==> src/rtl/demux_8_buf.sv <==
// demux_8_buf: steers one producer word into one of eight lanes.
// Each lane is a one-entry holding buffer with a valid/ack handshake.
// A lane being acked in the same cycle counts as free, so a full lane
// can be refilled without a bubble.
module demux_8_buf #(
  parameter int WIDTH = 32,
  parameter int LANES = 8
) (
  input  logic             clock,
  input  logic             reset,
  input  logic             in_valid,
  output logic             in_ready,
  input  logic [2:0]       select,
  input  logic [WIDTH-1:0] in_data,
  output logic [WIDTH-1:0] out0,
  output logic [WIDTH-1:0] out1,
  output logic [WIDTH-1:0] out2,
  output logic [WIDTH-1:0] out3,
  output logic [WIDTH-1:0] out4,
  output logic [WIDTH-1:0] out5,
  output logic [WIDTH-1:0] out6,
  output logic [WIDTH-1:0] out7,
  output logic [LANES-1:0] out_valid,
  input  logic [LANES-1:0] out_ack,
  output logic [3:0]       occupied
);

  // Count of set bits in a lane-valid vector (0..8).
  function automatic logic [3:0] popcount(input logic [LANES-1:0] v);
    logic [3:0] cnt;
    cnt = 4'd0;
    for (int i = 0; i < LANES; i++) begin
      cnt = cnt + {3'b000, v[i]};
    end
    return cnt;
  endfunction

  logic [LANES-1:0] valid_q;
  logic [LANES-1:0] valid_d;
  logic [3:0]       occupied_q;
  logic [3:0]       occupied_d;
  logic [WIDTH-1:0] data_q [LANES];
  logic [WIDTH-1:0] data_d [LANES];

  logic [LANES-1:0] lane_free_s;
  logic [LANES-1:0] wr_vec_s;
  logic [LANES-1:0] clr_vec_s;
  logic             accept_s;

  // Handshake: a lane is free when empty or being consumed this cycle.
  // in_ready deliberately ignores in_valid.
  always_comb begin
    lane_free_s = ~valid_q | out_ack;
    if (reset) begin
      in_ready = 1'b0;
    end else begin
      in_ready = lane_free_s[select];
    end
    accept_s = in_valid & in_ready;
  end

  // Per-lane write and consume vectors. Acks to empty lanes are masked off.
  always_comb begin
    wr_vec_s = {LANES{1'b0}};
    if (accept_s) begin
      wr_vec_s[select] = 1'b1;
    end else begin
      wr_vec_s = {LANES{1'b0}};
    end
    clr_vec_s = out_ack & valid_q;
  end

  // Next-state: a write on the same edge as a consume keeps the lane valid.
  always_comb begin
    valid_d    = (valid_q & ~clr_vec_s) | wr_vec_s;
    occupied_d = popcount(valid_d);
    for (int i = 0; i < LANES; i++) begin
      if (wr_vec_s[i]) begin
        data_d[i] = in_data;
      end else begin
        data_d[i] = data_q[i];
      end
    end
  end

  // State registers; reset discards every pending word and any same-edge accept.
  always_ff @(posedge clock or posedge reset) begin
    if (reset) begin
      valid_q    <= {LANES{1'b0}};
      occupied_q <= 4'd0;
      for (int i = 0; i < LANES; i++) begin
        data_q[i] <= {WIDTH{1'b0}};
      end
    end else begin
      valid_q    <= valid_d;
      occupied_q <= occupied_d;
      for (int i = 0; i < LANES; i++) begin
        data_q[i] <= data_d[i];
      end
    end
  end

  assign out_valid = valid_q;
  assign occupied  = occupied_q;
  assign out0      = data_q[0];
  assign out1      = data_q[1];
  assign out2      = data_q[2];
  assign out3      = data_q[3];
  assign out4      = data_q[4];
  assign out5      = data_q[5];
  assign out6      = data_q[6];
  assign out7      = data_q[7];

endmodule

==> config.mk <==
export PLATFORM = sky130hd
export DESIGN_NAME = demux_8_buf
export DESIGN_NICKNAME = d
export VERILOG_FILES = /design/src/rtl/demux_8_buf.sv
export SDC_FILE = /design/constraint.sdc
export NUM_CORES = 1
export LEC_CHECK = 0
export CORE_MARGIN = 1
export CORE_UTILIZATION = 42
export CTS_CLUSTER_DIAMETER = 50
export CTS_CLUSTER_SIZE = 28
export DETAILED_ROUTE_END_ITERATION = 6
export GPL_TIMING_DRIVEN = 0
export PLACE_DENSITY_LB_ADDON = 0.05
export SLEW_MARGIN = 40
export SYNTH_ARGS = -nofsm -noshare
export SYNTH_HDL_FRONTEND = slang
export SYNTH_SLANG_ARGS = --single-unit
==> constraint.sdc <==
create_clock -name clock -period 8.5 [get_ports clock]
set_input_delay 1.275 -clock clock [delete_from_list [all_inputs] [get_ports clock]]
set_output_delay 1.275 -clock clock [all_outputs]
set_load 0.005 [all_outputs]
==> results, run 1 <==
- The setup path with the least slack is of type in -> reg.
- The signal on the critical path passes through clkdlybuf4s50_1, nand3b_2, a2111oi_4, buf_6, a21o_1, fa_1, inv_1, fa_1, fa_1, inv_1, ha_1, fa_1, xor2_1.
- After synthesis the netlist holds a flip-flop and latch count of between 200 and 300.
- The first global-routing pass estimated between 40000 and 50000 um of wire.
- The initial antenna violation count is 2.
- The achievable frequency is 193 MHz.
- The number of max-slew violations in the final report is 0.
- The cell area that synthesis handed to floorplanning was between 10000 and 15000 um2.
- The net count after synthesis is around 660.
- The worst min-delay path class is reg -> reg.
- The width of the chip is around 160 um.
- The number of endpoints failing setup at the final stage is 0.
- In this run the most critical hold path is launched from out3[4]$_DFFE_PP0P_.
- Setup repair after global routing left no endpoint under its margin.
- The endpoint of the worst register-to-register path is occupied[2]$_DFF_PP0_.
- The worst setup slack after placement is 2800 ps.
- The setup TNS after final layout is 0 ps.
- The number of global-route vias before repair is 6980.
- The critical path runs through a total of 13 cells.
- The total power density per cell area is about 270 nW/um2.
- For this run, the slowest stage of the critical path takes about 720 ps.
- The post-synthesis async set-or-reset flop share is between 90% and 100%.
- The maximum number of pins on one net before global-route repair is 26.
- Counting flops with a built-in enable in the synthesized netlist gives 0.
- The number of buffers between clock root and the deepest sink is 3.
- The commonest register cell after synthesis is sky130_fd_sc_hd__dfrtp_1.
- The ratio of routed vias to standard cells is between 4 and 5.
- The startpoint identified for the worst register-to-register timing path is out_valid[3]$_DFF_PP0_.
- The post-route netlist has approximately 36% of its cells at a drive strength greater than 1.
- CTS saw 268 sinks.
- After clock tree synthesis, the repair step resized 0 gates.
- The worst-case vdd ir drop is approximately 0.18 mV.
- For the worst flop-to-flop path, the logic depth is 11.
- Leaving out fill and tap cells, the most frequent cells in the layout are sky130_fd_sc_hd__clkdlybuf4s50_1, sky130_fd_sc_hd__dfrtp_1, sky130_fd_sc_hd__mux2_2.
- The remaining global-route overflow is 0.
- Input and output buffers added on the ports amount to 313.
- STA classifies the critical path endpoint as a register.
- Clock latency on the worst-skew pair, taken at its later pin, is 500 ps.
- The DRC violation total after the first TritonRoute iteration is 199.
- After legalization and detailed placement, the total HPWL measured 19800 um.
- The pin slew with the least headroom to its limit is about 800 ps.
- For this block, the routed nets add up to ~27000 um of wire.
- The global router's overall resource usage is around 22%.
- The starting density of the core is a little over two fifths.
- The clock tree synthesis step divided the H-tree into 2 levels.
- Counting instances, the worst hold path has a depth of 1.
- The destination of the worst hold path is out3[4]$_DFFE_PP0P_.
- The data arrival at the endpoint of the critical path is between 5000 and 6000 ps.
- Measured against its own limit, the worst slew margin works out to a little under half.
- The worst reg-to-reg setup slack is around 4600 ps.
- TritonCTS built the clock tree.
- The number of hold buffers added after cts is 0.
- The number of placement rows is 56.
- The leakage power is 6.63 nW.
- Once detail routing completed, the nets flagged for antenna violations numbered 0.
- The core region is ~24000 um2.
- The biggest fanout along the worst timing path is 10.
- The overall power of the completed layout is 0.00411 W.
- The clock transition at the registers of the reported paths is 70 ps.
- The most numerous cell type found on the critical path is sky130_fd_sc_hd__fa_1.
- The minimum period implied by the final worst setup slack is about 5200 ps.
- The register area share after synthesis is approximately two thirds.
- The launching element type of the critical path is an input pin.
- A synthesized cell averages approximately 17 um2.
- Dividing the detail-routed wire length by the instance count gives a little over 20 um.
- The number of warning messages in the yosys log is 0.
- The number of distinct library cells after synthesis is 34.
- The number of buffers and inverters on the critical path is 4.
- Clock tree synthesis inserted a total of 34 buffers.
- Once the clock tree was built, the setup fixing pass inserted 0 buffers.
- The synthesized instance count is between 600 and 700.
- After routing the design area is around 15000 um2.
- The routability congestion estimate from global placement is around 0.77.
- The final hold violation count is 0.
- Between clock sinks in the finished design, the worst skew comes to ~16 ps.
- The setup slack of the critical path after layout is between 3000 and 4000 ps.
- The cell family contributing the most delay on the critical path is adder cells.
- Clock tree synthesis selected as its root buffer the cell sky130_fd_sc_hd__clkbuf_16.
- The final critical path takes up 61.0% of the cycle.
- The die covers 24900 um2.
- The detailed-router iteration count before antenna repair is 4.
- The routed via count is 6529.
- Summing all placed instances gives a cell area of 14100 um2.
- At the worst endpoint, the required time is slightly below 9000 ps.
- The count of unresolved DRC violations after routing is 0.
- For this design the top-level I/O count stands at 315.
- The number of maximum-capacitance violations is 0.
- The most common library cell in the layout ignoring fill and taps is sky130_fd_sc_hd__clkdlybuf4s50_1.
- The final layout contains 1025 nets.
- The flow ran to the end, and the final reports show no timing, DRC or antenna violations.
- The highest-delay cell along the critical path is sky130_fd_sc_hd__a2111oi_4.
- The area growth from synthesis to layout is 48.8%.
- The vertical die dimension is 158 um.
[stage by stage]
step	utilization, %	instances	hold slack, ps
floorplan	-	610	483
detailed placement	59.5	1255	480
CTS	64.1	1316	502
global route	64.2	1317	510
global placement	58.1	1242	473
finish	64.2	1317	496
[registers in the layout, summed over array words and instances (netlist names)]
signal / flops
out3: 32
out4: 32
out7: 32
out1: 32
out2: 32
out0: 32
occupied: 4
out5: 32
out_valid: 8
out6: 32
[logic make-up after synthesis]
kind of cell	count (synthesis)	synth area share (%)
AOI/OAI and AO/OA	7	0.747
xor gates and xnor gates	1	0.0858
adders and majority gates	7	1.15
buffers and inverters	34	1.68
DFF	268	65.7
muxes	257	28.3
and+or+nand+nor	36	2.36
[layout make-up]
type,count,area [um2]
Antenna cell,1,2.50
Fill cell,1797,8490
Clock inverter,22,194
Timing Repair Buffer,326,3480
Multi-Input combinational cell,308,3340
Buffer,26,143
Tap cell,319,399
Clock buffer,39,901
Inverter,8,33.8
Sequential cell,268,6710
[synth_stat cells, types with 2 or more instances]
cell type | n | area share (%)
sky130_fd_sc_hd__nor2_1 | 4 | 0.15
sky130_fd_sc_hd__nor3_2 | 2 | 0.20
sky130_fd_sc_hd__dfrtp_1 | 268 | 66
sky130_fd_sc_hd__mux2_1 | 4 | 0.44
sky130_fd_sc_hd__buf_2 | 17 | 0.83
sky130_fd_sc_hd__nor3b_2 | 2 | 0.24
sky130_fd_sc_hd__nand2b_1 | 5 | 0.31
sky130_fd_sc_hd__or2_2 | 3 | 0.18
sky130_fd_sc_hd__nor2b_1 | 6 | 0.37
sky130_fd_sc_hd__ha_1 | 3 | 0.37
sky130_fd_sc_hd__fa_1 | 4 | 0.78
sky130_fd_sc_hd__nand3_1 | 2 | 0.098
sky130_fd_sc_hd__clkbuf_1 | 6 | 0.22
sky130_fd_sc_hd__nand2_1 | 4 | 0.15
sky130_fd_sc_hd__mux2_2 | 252 | 28
sky130_fd_sc_hd__inv_1 | 8 | 0.29
sky130_fd_sc_hd__buf_6 | 3 | 0.33
[power by group]
| group | internal [W] | total, W | switching (W) | leakage, nW |
|---|---|---|---|---|
| clock | 0.000787 | 0.00136 | 0.000574 | 0.520 |
| sequential | 0.00156 | 0.00171 | 0.000148 | 3.30 |
| combinational | 0.000720 | 0.00104 | 0.000319 | 2.80 |
[worst max path at each step]
stage,from,to,slack [ps]
final,reset,occupied[2]$_DFF_PP0_,3320
after detailed placement,reset,occupied[2]$_DFF_PP0_,2800
after CTS,reset,occupied[2]$_DFF_PP0_,3310
after floorplan,reset,occupied[0]$_DFF_PP0_,3690
after global routing,reset,occupied[2]$_DFF_PP0_,3150
after global placement,reset,out5[10]$_DFFE_PP0P_,2000
[metal layers]
layer | routed length [um] | track usage [%]
met5 | 17 | 0
met4 | 618 | 7.01
met3 | 2390 | 7.97
met2 | 13700 | 38.4
met1 | 10600 | 25.5
[worst register-to-register path, stage by stage, from the launching register on]
cell and delay (ps):
sky130_fd_sc_hd__dfrtp_1 460, sky130_fd_sc_hd__a2111oi_4 690, sky130_fd_sc_hd__buf_6 280, sky130_fd_sc_hd__a21o_1 150, sky130_fd_sc_hd__fa_1 410, sky130_fd_sc_hd__inv_1 90
sky130_fd_sc_hd__fa_1 420, sky130_fd_sc_hd__fa_1 570, sky130_fd_sc_hd__inv_1 50, sky130_fd_sc_hd__ha_1 200, sky130_fd_sc_hd__fa_1 380, sky130_fd_sc_hd__xor2_1 170
(Power assumes the default switching activity.)
==> run 2: changes to the inputs <==
==> constraint.sdc (replaced) <==
create_clock -name clock -period 4.4 [get_ports clock]
set_input_delay 0.66 -clock clock [delete_from_list [all_inputs] [get_ports clock]]
set_output_delay 0.66 -clock clock [all_outputs]
set_load 0.005 [all_outputs]
==> run 2 against run 1 <==
  * Final cell count rose by 0.23%
  * Total power is 93% higher
  * Critical path depth unchanged
  * Register-to-register slack lost 3800 ps
  * Largest power group unchanged
  * First-iteration DRC count increased by 3.5%
  * Core utilization grew 0.16 points
  * Via count grew 0.52%
  * Critical endpoint unchanged
==> results, run 2 (same netlist as run 1, synthesis figures left out) <==
- The global router's overall resource usage is between 20% and 30%.
- In this run, the number of DRC markers left after iteration 0 of detailed routing was slightly above 200.
- The maximum clock skew at final layout is between 15 and 20 ps.
- The library cells used most frequently in the layout, excluding fill and tap cells, are sky130_fd_sc_hd__clkdlybuf4s50_1, sky130_fd_sc_hd__dfrtp_1, sky130_fd_sc_hd__mux2_2.
- Before antenna repair, the detailed router went through 4 iterations.
- The final hold violation count came to 0.
- At the worst endpoint, the arrival time is roughly 4600 ps.
- The leakage power is ~6.6 nW.
- The ratio of routed vias to standard cells is ~5.0.
- The minimum period implied by the final worst setup slack is 4240 ps.
- The total wirelength of the detailed-routed design is between 20000 and 30000 um.
- The area growth from synthesis to final layout is 49.1%.
- Setup repair after global routing left no endpoint under its margin.
- The clock insertion delay at the later pin of the skew report is roughly 500 ps.
- The number of clock sinks is roughly 270.
- The library cell used most frequently in the layout, excluding fill and tap cells, is sky130_fd_sc_hd__clkdlybuf4s50_1.
- The initial antenna violation count is 2.
- The filler cells instantiated in the layout total about 1800.
- The TritonCTS clock tree is built.
- Sequential cells burn 41.6% of the power.
- STA classifies the critical path endpoint as a register.
- The area enclosed by the die boundary is around 25000 um2.
- The critical path required time is 4790 ps.
- The post-route fraction of the period consumed by the critical path is between 90% and 100%.
- The clock power share is 33.1%.
- The root buffer cell is sky130_fd_sc_hd__clkbuf_16.
- The placeable core region is 23700 um2.
- The fraction of power spent switching nets is about 25%.
- The routability congestion estimate from global placement is 0.768.
- STA classifies the critical path startpoint as an input pin.
- The H-tree was split into 2 levels.
- The number of maximum-capacitance violations is 0.
- The clock passes through at most 3 buffers.
- Cells with a size suffix above 1 make up roughly 36% of the layout.
- For this design the top-level I/O count stands at 315.
- The routed length per placed instance is about 21 um.
- Setup violations remaining at the end of the flow were counted as 0.
- The number of max-slew violations in the final report is 0.
- The die is about 160 um tall.
- For this design the total switching power over the nets is slightly above 0.002 W.
- The worst-case vdd ir drop is about 0.35 mV.
- The count of cells in the finished layout, fillers not included, comes to approximately 1300.
- The starting density of the core is 43.1%.
- For this run, the post-layout net count is approximately 1000.
- The count of unresolved DRC violations after routing is 0.
- From left edge to right edge, the die measures roughly 160 um.
- The biggest fanout along the worst timing path is 10.
- For the pin with the worst max-slew slack, the measured transition is about 810 ps.
- The total power density per cell area is around 520 nW/um2.
- Entering global routing, the biggest net connects 26 pins.
- On the final layout, the worst hold slack is about 500 ps.
- The post-DP HPWL is approximately 20000 um.
- The routed layout has roughly 6600 vias.
- Timing would allow up to about 240 MHz.
- In this run the tightest slew margin relative to its limit is a little under half.
- The number of buffer cells added on primary ports is 313.
- The path class of the tightest hold or removal check is reg -> reg.
- The flow ran to the end, and the final reports show no timing, DRC or antenna violations.
- The critical path class is in -> reg.
- Buffers inserted during clock tree synthesis total 34.
- The first global-routing pass estimated between 40000 and 50000 um of wire.
- Combinational logic is responsible for about a quarter of the overall power.
- The clock transition at the registers of the reported paths is 70 ps.
- The number of global-route vias before repair is roughly 7000.
- Row generation in the floorplan step produced 56 rows.
- The number of antenna-violating nets in the routed design is 0.
- The remaining global-route overflow is 0.
- The internal power of the cells totals 0.00594 W.
- After detailed placement, the design holds a cell count of roughly 1300.
[run 2: cell count changes in the layout (fill, tap and decap cells not counted)]
| cell | change |
|---|---|
| sky130_fd_sc_hd__buf_4 | +5 |
| sky130_fd_sc_hd__buf_2 | -2 |
| sky130_fd_sc_hd__nor3b_4 | +1 |
| sky130_fd_sc_hd__nand3_1 | -1 |
| sky130_fd_sc_hd__nand3_2 | +1 |
| sky130_fd_sc_hd__nor3b_2 | -1 |
[run 2: layout make-up]
class / instances / area, um2 / area share, %
clock inverters: 22 / 194 / 1.27
clock buffers: 39 / 901 / 5.91
flip-flops and latches: 268 / 6710 / 44.0
plain buffers: 26 / 148 / 0.969
repair buffers: 329 / 3500 / 23.0
well taps: 319 / 399 / 2.62
inverters: 8 / 33.8 / 0.222
diodes: 1 / 2.50 / 0.0164
multi-input cells: 308 / 3350 / 22.0
[run 2: metrics by stage]
stage                     cell area (um2)  setup TNS, ps  setup WS, ps  total power, W  util, %
after floorplan                     10200              0           201         0.00393        -
after global placement              13800        -396680         -1490         0.00528     58.1
after detailed placement            14100          -1850          -688         0.00538     59.5
after CTS                           15200              0          59.0         0.00806     64.2
after global routing                15200              0          3.60         0.00835     64.3
final                               15200              0           161         0.00795     64.3
[run 2: worst paths after layout]
path                                        startpoint               endpoint  slack, ps  cells after the start
worst max-delay path                         select[0]  occupied[2]$_DFF_PP0_        160                     13
worst min-delay path               out3[4]$_DFFE_PP0P_    out3[4]$_DFFE_PP0P_        500                      1
worst max register to register  out_valid[0]$_DFF_PP0_  occupied[2]$_DFF_PP0_        740                     12
worst min register to register     out3[4]$_DFFE_PP0P_    out3[4]$_DFFE_PP0P_        500                      1
max in group asynchronous                        reset   out1[10]$_DFFE_PP0P_       2690                      6
min in group asynchronous                        reset  occupied[3]$_DFF_PP0_        660                      2
[run 2: per-layer routing]
metal / wire, um / up-vias / GRT usage (%)
li1: - / 2913 / -
met1: 10600 / 3366 / 25.5
met2: 13700 / 232 / 38.3
met3: 2410 / 50 / 7.97
met4: 673 / 2 / 7.01
met5: 17 / - / 0
[run 2: worst max-delay path, cell delays in order]
cell,delay [ps]
sky130_fd_sc_hd__clkdlybuf4s50_1,560
sky130_fd_sc_hd__nor3b_2,430
sky130_fd_sc_hd__nand3_2,300
sky130_fd_sc_hd__buf_4,300
sky130_fd_sc_hd__nand2_1,130
sky130_fd_sc_hd__fa_1,390
sky130_fd_sc_hd__inv_1,90
sky130_fd_sc_hd__fa_1,420
sky130_fd_sc_hd__fa_1,570
sky130_fd_sc_hd__inv_1,50
sky130_fd_sc_hd__ha_1,200
sky130_fd_sc_hd__fa_1,380
sky130_fd_sc_hd__xor2_1,170
[run 2: repair_timing]
action,in CTS,in global routing
setup buffers,1,2
pin swaps,1,0
gates resized for setup,2,2
hold buffers,0,0
setup endpoints to repair,2,2
hold endpoints to repair,0,0
[run 2: power by group through the flow]
stage	Sequential [W]	Combinational, W	Clock, W
after floorplan	0.00337	0.000553	0
after global placement	0.00332	0.00196	0
after detailed placement	0.00335	0.00203	0
after CTS	0.00332	0.00204	0.00270
after global routing	0.00338	0.00215	0.00282
final	0.00331	0.00201	0.00263
